## config.mk

```make
export PLATFORM = sky130hd
export DESIGN_NAME = cic_decim_ctrl
export DESIGN_NICKNAME = d
export VERILOG_FILES = /design/src/rtl/cic_decim_ctrl.sv
export SDC_FILE = /design/constraint.sdc
export NUM_CORES = 1
export LEC_CHECK = 0
export ABC_AREA = 1
export BUFFER_PORTS_ARGS = -buffer_cell sky130_fd_sc_hd__buf_2
export CORE_AREA = 2 2 39 41
export DETAILED_ROUTE_END_ITERATION = 7
export DIE_AREA = 0 0 41 43
export PLACE_DENSITY = 0.63
export SLEW_MARGIN = 40
export SYNTH_ARGS = -nofsm -noshare
export SYNTH_HDL_FRONTEND = slang
export SYNTH_SLANG_ARGS = --single-unit
```

## constraint.sdc

```tcl
create_clock -name clk -period 2.6 [get_ports clk]
set_input_delay 0.39 -clock clk [delete_from_list [all_inputs] [get_ports clk]]
set_output_delay 0.39 -clock clk [all_outputs]
set_load 0.01 [all_outputs]
```

## src/rtl/cic_decim_ctrl.sv

```systemverilog
// Sequencing controller for a CIC decimator: input handshake, rate-R comb strobe,
// comb warm-up suppression, output handshake and sticky overflow. Macro CIC_DECIM_CTRL_RATE_PROG_EN adds a runtime ratio port.
module cic_decim_ctrl #(
    parameter int R        = 4,
    parameter int N_STAGES = 3,
    parameter int N_DELAYS = 1,
    parameter int WARM_CNT = N_STAGES * N_DELAYS
) (
    input  logic                    clk,
    input  logic                    rstn,
    input  logic                    in_valid,
    output logic                    in_ready,
    output logic                    integ_en,
    output logic                    comb_en,
    input  logic [N_STAGES-1:0]     comb_ovf,
    output logic                    out_valid,
    input  logic                    out_ready,
    input  logic                    flush,
    input  logic                    ovf_clr,
    output logic                    ovf_sticky,
`ifdef CIC_DECIM_CTRL_RATE_PROG_EN
    input  logic [$clog2(R+1)-1:0]  rate,
`endif
    output logic                    warm
);

    localparam int CW = $clog2(R);
    localparam int WW = (WARM_CNT > 0) ? $clog2(WARM_CNT + 1) : 1;
    localparam logic [WW-1:0] WARM_LAST = WW'((WARM_CNT > 0) ? WARM_CNT - 1 : 0);

    typedef enum logic {WARMUP, RUN} state_t;

    state_t        state_q, state_d;
    logic [CW-1:0] dec_cnt_q, dec_cnt_d;
    logic [WW-1:0] warm_cnt_q, warm_cnt_d;
    logic          comb_en_q, comb_en_d;
    logic          out_valid_q, out_valid_d;
    logic          warm_q, warm_d;
    logic          ovf_q, ovf_d;
    logic          live_q;
    logic          accept;
    logic          wrap;

`ifdef CIC_DECIM_CTRL_RATE_PROG_EN
    localparam int RW = $clog2(R + 1);

    logic [RW-1:0] rate_q, rate_d;

    function automatic logic [RW-1:0] sat_rate(input logic [RW-1:0] r);
        if (r < RW'(2)) return RW'(2);
        if (r > RW'(R)) return RW'(R);
        return r;
    endfunction

    // live_q is low only in the first cycle after reset release, when no sample can be accepted
    assign rate_d = (!live_q || flush) ? sat_rate(rate) : rate_q;
    assign wrap   = (RW'(dec_cnt_q) == rate_q - RW'(1));

    always_ff @(posedge clk or negedge rstn) begin
        if (!rstn) rate_q <= RW'(R);
        else       rate_q <= rate_d;
    end
`else
    assign wrap = (dec_cnt_q == CW'(R - 1));
`endif

    assign in_ready   = live_q & ~flush & ~(out_valid_q & ~out_ready);
    assign accept     = in_valid & in_ready;
    assign integ_en   = accept;
    assign comb_en    = comb_en_q;
    assign out_valid  = out_valid_q;
    assign warm       = warm_q;
    assign ovf_sticky = ovf_q;

    always_ff @(posedge clk or negedge rstn) begin
        if (!rstn) begin
            state_q     <= WARMUP;
            dec_cnt_q   <= '0;
            warm_cnt_q  <= '0;
            comb_en_q   <= 1'b0;
            out_valid_q <= 1'b0;
            warm_q      <= 1'b0;
            ovf_q       <= 1'b0;
            live_q      <= 1'b0;
        end else begin
            state_q     <= state_d;
            dec_cnt_q   <= dec_cnt_d;
            warm_cnt_q  <= warm_cnt_d;
            comb_en_q   <= comb_en_d;
            out_valid_q <= out_valid_d;
            warm_q      <= warm_d;
            ovf_q       <= ovf_d;
            live_q      <= 1'b1;
        end
    end

    always_comb begin
        state_d     = state_q;
        dec_cnt_d   = dec_cnt_q;
        warm_cnt_d  = warm_cnt_q;
        comb_en_d   = 1'b0;
        out_valid_d = out_valid_q;
        warm_d      = warm_q;
        ovf_d       = ovf_q;

        // out_valid is only ever high in RUN, so warm-up overflow never reaches the flag
        if (out_valid_q && (|comb_ovf)) ovf_d = 1'b1;
        else if (ovf_clr)               ovf_d = 1'b0;

        if (flush) begin
            state_d     = WARMUP;
            dec_cnt_d   = '0;
            warm_cnt_d  = '0;
            out_valid_d = 1'b0;
            warm_d      = 1'b0;
        end else begin
            if (accept) begin
                if (wrap) begin
                    dec_cnt_d = '0;
                    comb_en_d = 1'b1;
                end else begin
                    dec_cnt_d = dec_cnt_q + CW'(1);
                end
            end
            if (out_valid_q && out_ready) out_valid_d = 1'b0;
            unique case (state_q)
                WARMUP: begin
                    if (comb_en_q) begin
                        warm_cnt_d = warm_cnt_q + WW'(1);
                        if (warm_cnt_q == WARM_LAST) begin
                            state_d = RUN;
                            warm_d  = 1'b1;
                        end
                    end
                end
                RUN: begin
                    if (comb_en_q) out_valid_d = 1'b1;
                end
            endcase
        end
    end

endmodule

```

Word-level counts from Yosys, hierarchy flattened
Index checks and enable logic that the tools add are counted.
{"block": "word_totals", "elab_cells": 52, "output_inout_bits": 6, "inputBits": 9, "reg_bits": 10}
{"block": "op_classes", "reduce_logical": 9, "mux": 23, "addsub": 2, "bitwise_logic": 7, "n_eq_ne": 3}
{"operator": "1-bit two-way mux", "count": 17}
{"operator": "2-bit two-way mux", "count": 6}
{"operator": "2-bit nonzero test", "count": 4}
{"operator": "2-bit by 1-bit adder with 2-bit output, second input constant", "count": 2}
{"operator": "1-bit bitwise AND", "count": 4}
{"operator": "2-bit == test, second input constant", "count": 2}
{"operator": "1-bit inverter", "count": 3}
{"operator": "3-bit AND reduction", "count": 1}
{"operator": "3-bit OR reduction", "count": 1}
{"operator": "1-bit logical AND", "count": 2}
{"operator": "2-bit != test, second input constant", "count": 1}
{"operator": "2-bit AND reduction", "count": 1}

Depth between registers and ports, before layout
Gate-level depths: netlist (run 1).
{"block": "logic_depth", "depth_word": 7, "ltp_mapped": 6, "ltp_nobuf": 6}

Worst setup path before layout (run 1)
OpenSTA, ideal clock, no wires.
{"block": "synth_path", "path_kind": "register to output", "startpoint": "reg out_valid_q, in the netlist out_valid", "endpoint": "out integ_en", "slack_ns": 1.466, "path_buffers": 0, "arrival_ns": 0.744, "t_required_ns": 2.210, "stages_incl_launch_ff": 4, "path_cell_list": "dfrtp_1 nand2_1 nand3_2 inv_1"}
{"block": "synth_between", "elab_chain_len": 4}
{"element": "from (decl)", "line_no": "37", "text": "logic out_valid_q, out_valid_d;"}
{"element": "from (signal assigned)", "line_no": "90", "text": "out_valid_q <= out_valid_d;"}
{"element": "1-bit bitwise AND", "line_no": "67", "text": "assign in_ready = live_q & ~flush & ~(out_valid_q & ~out_ready);"}
{"element": "1-bit inverter", "line_no": "67"}
{"element": "1-bit bitwise AND", "line_no": "67"}
{"element": "1-bit bitwise AND", "line_no": "68", "text": "assign accept = in_valid & in_ready;"}
{"element": "to (decl)", "line_no": "13", "text": "output logic integ_en,"}
Every way passes these cells.

Worst setup path after layout (run 1)
Ends and elaborated chain as after synthesis.

==> results of run 1 <==
-- metal layers --
metal  GRT usage, %  wire length [um]
met1          13.53               373
met2          18.75               337
met3          6.283                79
met4          6.000                20
met5              0                 0
-- state kept, by name, summed over array words and instances, names as in the netlist --
register	cells
dec_cnt_q	2
warm_cnt_q	2
comb_en	1
live_q	1
out_valid	1
ovf_sticky	1
state_q	1
warm	1
-- layout make-up --
cell class                      instances  area share (%)
Multi-Input combinational cell         30           28.51
Sequential cell                        10           43.20
Inverter                               11           7.127
Clock buffer                            3           3.888
Tap cell                               16           3.456
Timing Repair Buffer                   15           13.82
-- worst max-delay path: cells and delay by family, from the launching register on --
family	cells	cell delay, ns
buf+inv	2	0.18
flops	1	0.39
simple gates	2	0.26
-- synthesized netlist by cell type (all sizes together) --
cell type | number | share of area, %
nor3 | 1 | 1.1
nor2 | 5 | 5.8
o22ai | 1 | 1.4
inv | 11 | 9.0
o21a | 1 | 1.6
nand4 | 2 | 2.7
nand2 | 9 | 7.4
dfrtp | 10 | 55
ha | 2 | 5.5
conb | 1 | 0.82
o21ai | 1 | 1.1
a21oi | 4 | 4.4
nand3 | 3 | 4.4
-- per-stage QoR --
step           total power, mW  utilization (%)  hold WS [ns]  setup WS (ns)
2_1_floorplan           0.1727                -       0.09441          1.466
3_3_place_gp            0.1865            39.51        0.2629          1.254
3_5_place_dp            0.1871            39.51        0.2645          1.256
4_1_cts                 0.2934            41.86        0.3190          1.097
5_1_grt                 0.3046            41.86        0.3219          1.012
6_report                0.2872            41.86        0.3223          1.118
-- cells by family after synthesis --
| family | count (synthesis) | synth area share (%) |
|---|---|---|
| flip-flops | 10 | 54.79 |
| other | 1 | 0.8211 |
| AND/OR/NAND/NOR | 20 | 21.37 |
| buffers and inverters | 11 | 9.041 |
| adder cells (fa/ha/maj) | 2 | 5.479 |
| AO/OA/AOI/OAI | 7 | 8.494 |
-- worst max-delay path by stage --
stage / startpoint / end / slack [ns] / cells past startpoint
2_1_floorplan: out_valid$_DFF_PN0_ / integ_en / 1.47 / 3
3_3_place_gp: flush / integ_en / 1.25 / 5
3_5_place_dp: flush / integ_en / 1.26 / 5
4_1_cts: out_valid$_DFF_PN0_ / integ_en / 1.10 / 4
5_1_grt: out_valid$_DFF_PN0_ / integ_en / 1.01 / 4
6_report: out_valid$_DFF_PN0_ / integ_en / 1.12 / 4
-- power by group --
group          switching, mW  internal, mW
registers            0.00171         0.158
clock network         0.0492        0.0533
logic                 0.0138        0.0107
-- what timing repair did --
item                      4_1_cts  5_1_grt
hold buffers                    1        0
buffers inserted                0        0
hold endpoints to repair       10        0
resized for setup               0        0
==> impl_metrics.yaml, run 1 <==
clock_network:
  cts_tree: "yes"
  h-tree-depth: 1
  clock_sinks: 10
  clockBufferDepth: 2
  insertion_delay_ns: 0.26
  cts-root-buf: "clkbuf_4"
  cts_made_buffers: 3
  path_clk_slew_ns: 0.06
detailed_routing:
  dr.pass1.iters: 4
  finalWirelength_um: 811
  via_per_inst: 4.435
  route.detailed.drc: 0
  drt-initial-drc-count: 5
  drt.antenna.violating_nets: 0
  via_count: 377
  wire_per_inst_um: 9.541
floorplanning:
  die-area_mm2: 0.001763
  start_util_pct: 33.00
  die_height_um: 43
  core.rowCount: 14
  io_pins: 15
  core_region_area_mm2: 0.001384
  die_w_um: 41
setup_path:
  cp.required_ns: 2.21
  r2r_setup_slack_ns: 1.64
  worstReg2RegEnd: "dec_cnt_q[1]$_DFFE_PN0P_"
  slowest_delay_ns: 0.39
  rr_worst_depth: 3
  worstPathArrival_ns: 1.09
  endpoint_kind: "output pin"
  start_kind: "flip-flop"
  critPathSlowestCell: "dfrtp_1"
  r2r_start: "dec_cnt_q[0]$_DFFE_PN0P_"
  crit_fanout: 4
  worstSetupPathType: "reg2out"
  crit_chain: "nand2_1 -> nand3_2 -> inv_1 -> buf_2"
synthesis:
  ys_ff_latch: 10
  avgSynthCellArea_um2: 8.955
  yosysWarnings: 0
  synth_cells: 51
  synth_nets: 62
  seq_area_frac_synth_pct: 54.79
  synth.distinct_cells: 16
  synthesis.area_um2: 456.7
global_route:
  antenna_found_initial: 0
  grt_pass1_vias: 371
  grt_first_pass_wirelength_mm: 1.428
  grt_usage_pct: 12.35
  grt_max_degree: 11
  overflow: 0
layout:
  multi_input_area_um2: 165.2
  nFillCells: 149
  area_growth_pct: 26.85
  seq_area_um2: 250.2
  antenna_cells: 0
  final_common_cell: "buf_2"
  final_cells: 85
  drive_above_1_share_pct: 28.99
  num-nets-final: 82
  fin_area_um2: 579.3
  final_cell_mix: "buf_2, inv_1, dfrtp_1, nand2_1"
placed_design:
  port_buffers: 14
  dp_cells: 81
  gp_congestion: 0.7994
  placed_cell_area_um2: 546.8
  dp_hpwl_um: 657.3
power_and_ir_drop:
  vdd_ir_drop_max_mv: 0.1847
  power_density_mw_per_mm2: 495.7
  leakage_nw: 0.3149
timing:
  timing.final.crit_share_pct: 57.00
  hold_violations: 0
  setup_viol: 0
  rsz0062_at_grt: "false"
  timing.setup.tns_ns: 0
  clock_skew_ns: 0.001485
  maxSlewViolCount: 0
  min_period_ns: 1.482
  max_freq_ghz: 0.6748
status:
  outcome: "finished, final reports clean"
hold_path:
  min_delay_path_depth: 2
  hp-class: "in2reg"
  holdPathEnd: "ovf_sticky$_DFFE_PN0P_"
  hp-start: "ovf_clr"
flow_run:
  cap_violations: 0
(Power assumes the default switching activity.)
==> run 2, diff against run 1 <==
--- a/config.mk
+++ b/config.mk
@@ -5,7 +5,7 @@
 export SDC_FILE = /design/constraint.sdc
 export NUM_CORES = 1
 export LEC_CHECK = 0
-export ABC_AREA = 1
+export ABC_AREA = 0
 export BUFFER_PORTS_ARGS = -buffer_cell sky130_fd_sc_hd__buf_2
 export CORE_AREA = 2 2 39 41
 export DETAILED_ROUTE_END_ITERATION = 7
==> constraint.sdc (replaced) <==
create_clock -name clk -period 1.5 [get_ports clk]
set_input_delay 0.225 -clock clk [delete_from_list [all_inputs] [get_ports clk]]
set_output_delay 0.225 -clock clk [all_outputs]
set_load 0.01 [all_outputs]
==> impl_metrics.yaml, run 2 <==
setup_path:
  r2r_setup_slack_ns: 0.18
  cp.required_ns: 1.27
  endpoint_kind: "output pin"
  r2r_start: "dec_cnt_q[0]$_DFFE_PN0P_"
  crit_end: "integ_en"
  worstPathArrival_ns: 1.17
  worstReg2RegEnd: "dec_cnt_q[0]$_DFFE_PN0P_"
  crit_start: "out_valid$_DFF_PN0_"
  crit_fanout: 5
  rr_worst_depth: 3
  start_kind: "flip-flop"
  worstSetupPathType: "reg2out"
floorplanning:
  io_pins: 15
  core_region_area_mm2: 0.001384
  die_height_um: 43
  die-area_mm2: 0.001763
  die_w_um: 41
  core.rowCount: 14
  start_util_pct: 32.82
detailed_routing:
  via_count: 365
  route.detailed.drc: 0
  drt.antenna.violating_nets: 0
  wire_per_inst_um: 10.81
  finalWirelength_um: 832
  via_per_inst: 4.740
  dr.pass1.iters: 2
  drt-initial-drc-count: 2
synthesis:
  synth_ff_type: "dfrtp_1"
  synthMostInstantiatedCell: "dfrtp_1"
  seq_area_frac_synth_pct: 55.10
  async_flop_share_pct: 100.0
  synthesis.area_um2: 454.2
  synthXorXnorAreaFrac_pct: 1.928
  synthSimpleGateAreaFrac_pct: 19.28
  synth_compound_area_share_pct: 10.74
  avgSynthCellArea_um2: 10.32
  synth.distinct_cells: 21
  ys_top_cells_by_area: "dfrtp_1, ha_1, a21oi_1"
  yosysWarnings: 0
  synthTopCellsByCount: "dfrtp_1, nor2_1, a21oi_1, inv_1, o21ai_0"
  synth_edf_count: 0
  ys_ff_latch: 10
  synth_nets: 55
  synth_mux_area_share_pct: 2.204
  yosysTopAreaCell: "dfrtp_1"
  synth_top_family_by_area: "simple AND/OR/NAND/NOR gates"
  post-synth-top-area-fraction_pct: 55.10
  synthAdderAreaFrac_pct: 5.510
  synth_cells: 44
layout:
  drive_above_1_share_pct: 31.15
  area_growth_pct: 27.00
  num-nets-final: 74
  largestRegisters: "dec_cnt_q x2, warm_cnt_q x2"
  nFillCells: 148
  antenna_cells: 0
  fin_area_um2: 576.8
  final_cell_mix: "buf_2, dfrtp_1, nor2_1, a21oi_1, inv_1"
  final_common_cell: "buf_2"
clock_network:
  h-tree-depth: 1
  clock_sinks: 10
  path_clk_slew_ns: 0.06
  post_cts_buffers: 0
  insertion_delay_ns: 0.26
  cts_tree: "yes"
  clockBufferDepth: 2
  cts_made_buffers: 3
  cts-root-buf: "clkbuf_4"
timing:
  maxSlewViolCount: 0
  rsz0062_at_grt: "false"
  max_freq_ghz: 0.7145
  timing.final.crit_share_pct: 93.31
  timing.final.ws_setup_ns: 0.1004
  min_period_ns: 1.400
  timing.setup.tns_ns: 0
  clock_skew_ns: 0.001567
  setup_viol: 0
  hold_violations: 0
global_route:
  antenna_found_initial: 0
  grt_first_pass_wirelength_mm: 1.518
  grt_max_degree: 11
  overflow: 0
  grt_pass1_vias: 370
  grt_usage_pct: 13.26
power_and_ir_drop:
  power_density_mw_per_mm2: 853.5
  leakage_nw: 0.2935
  vdd_ir_drop_max_mv: 0.3723
  p_total_uw: 492.3
flow_run:
  cap_violations: 0
status:
  outcome: "finished, final reports clean"
placed_design:
  dp_slack_ns: 0.1814
  port_buffers: 14
  placed_cell_area_um2: 539.3
  gp_congestion: 0.7068
  dp_hpwl_um: 627.1
hold_path:
  hp-class: "in2reg"
[run 2: cell types whose count changed in the layout (fill, tap and decap cells not counted), sizes merged, moves of 2 or more]
cell,change
nor2b,+2
o21ai,+2
nand3,-3
nand2,-7
inv,-7
[run 2: how the worst min path moves through the flow]
stage                                           end  slack, ns  depth (start not counted)    start
after floorplan                   comb_en$_DFF_PN0_      -0.07                          0     rstn
after global placement    warm_cnt_q[0]$_DFFE_PN0P_        0.1                          1     rstn
after detailed placement  warm_cnt_q[0]$_DFFE_PN0P_       0.10                          1     rstn
after CTS                    ovf_sticky$_DFFE_PN0P_       0.14                          2  ovf_clr
after global routing         ovf_sticky$_DFFE_PN0P_       0.16                          2  ovf_clr
final                        ovf_sticky$_DFFE_PN0P_       0.14                          2  ovf_clr
[run 2: per-stage QoR]
step | instances | hold WS, ns | utilization (%)
global placement | 73 | 0.09632 | 38.97
floorplan | 44 | -0.07059 | -
CTS | 77 | 0.1380 | 41.68
global route | 77 | 0.1608 | 41.68
finish | 77 | 0.1422 | 41.68
detailed placement | 73 | 0.1012 | 38.97
[run 2: layout make-up]
class | instances | area (um^2) | share of cell area (%)
timing repair buffer | 15 | 80.08 | 13.88
inverter | 4 | 15.01 | 2.603
multi-input combinational | 29 | 188.9 | 32.75
clock buffer | 3 | 22.52 | 3.905
sequential | 10 | 250.2 | 43.38
tap | 16 | 20.02 | 3.471
[run 2: kinds of logic after synthesis]
group                    count (synthesis)
AND/OR/NAND/NOR                         15
flip-flops                              10
buffers and inverters                    5
other                                    1
XOR/XNOR                                 1
adder cells (fa/ha/maj)                  2
multiplexers                             1
AO/OA/AOI/OAI                            9
[run 2: power breakdown]
part           switching (mW)  internal [mW]
sequential            0.00270          0.274
combinational          0.0193         0.0161
clock                  0.0881         0.0926
total                   0.110          0.382
[run 2: critical path, cell delays in order, from the launching register on]
cell and delay (ns):
dfrtp_1 0.41, nor2b_4 0.15, nor3b_2 0.20, buf_2 0.16
[run 2: timing repair]
| action | in CTS | in global routing |
|---|---|---|
| hold buffers | 1 | 0 |
| hold endpoints to repair | 10 | 0 |
| endpoints found under the setup margin | 1 | 0 |
| resized for setup | 1 | 0 |
[run 2: routing by layer]
metal  GRT usage, %  vias to the layer above  share of wire, %
li1               -                      180                 -
met1          15.18                      170                47
met2          19.06                       13                46
met3          6.283                        2               4.7
met4          8.000                        0               1.4
met5              0                        -                 0
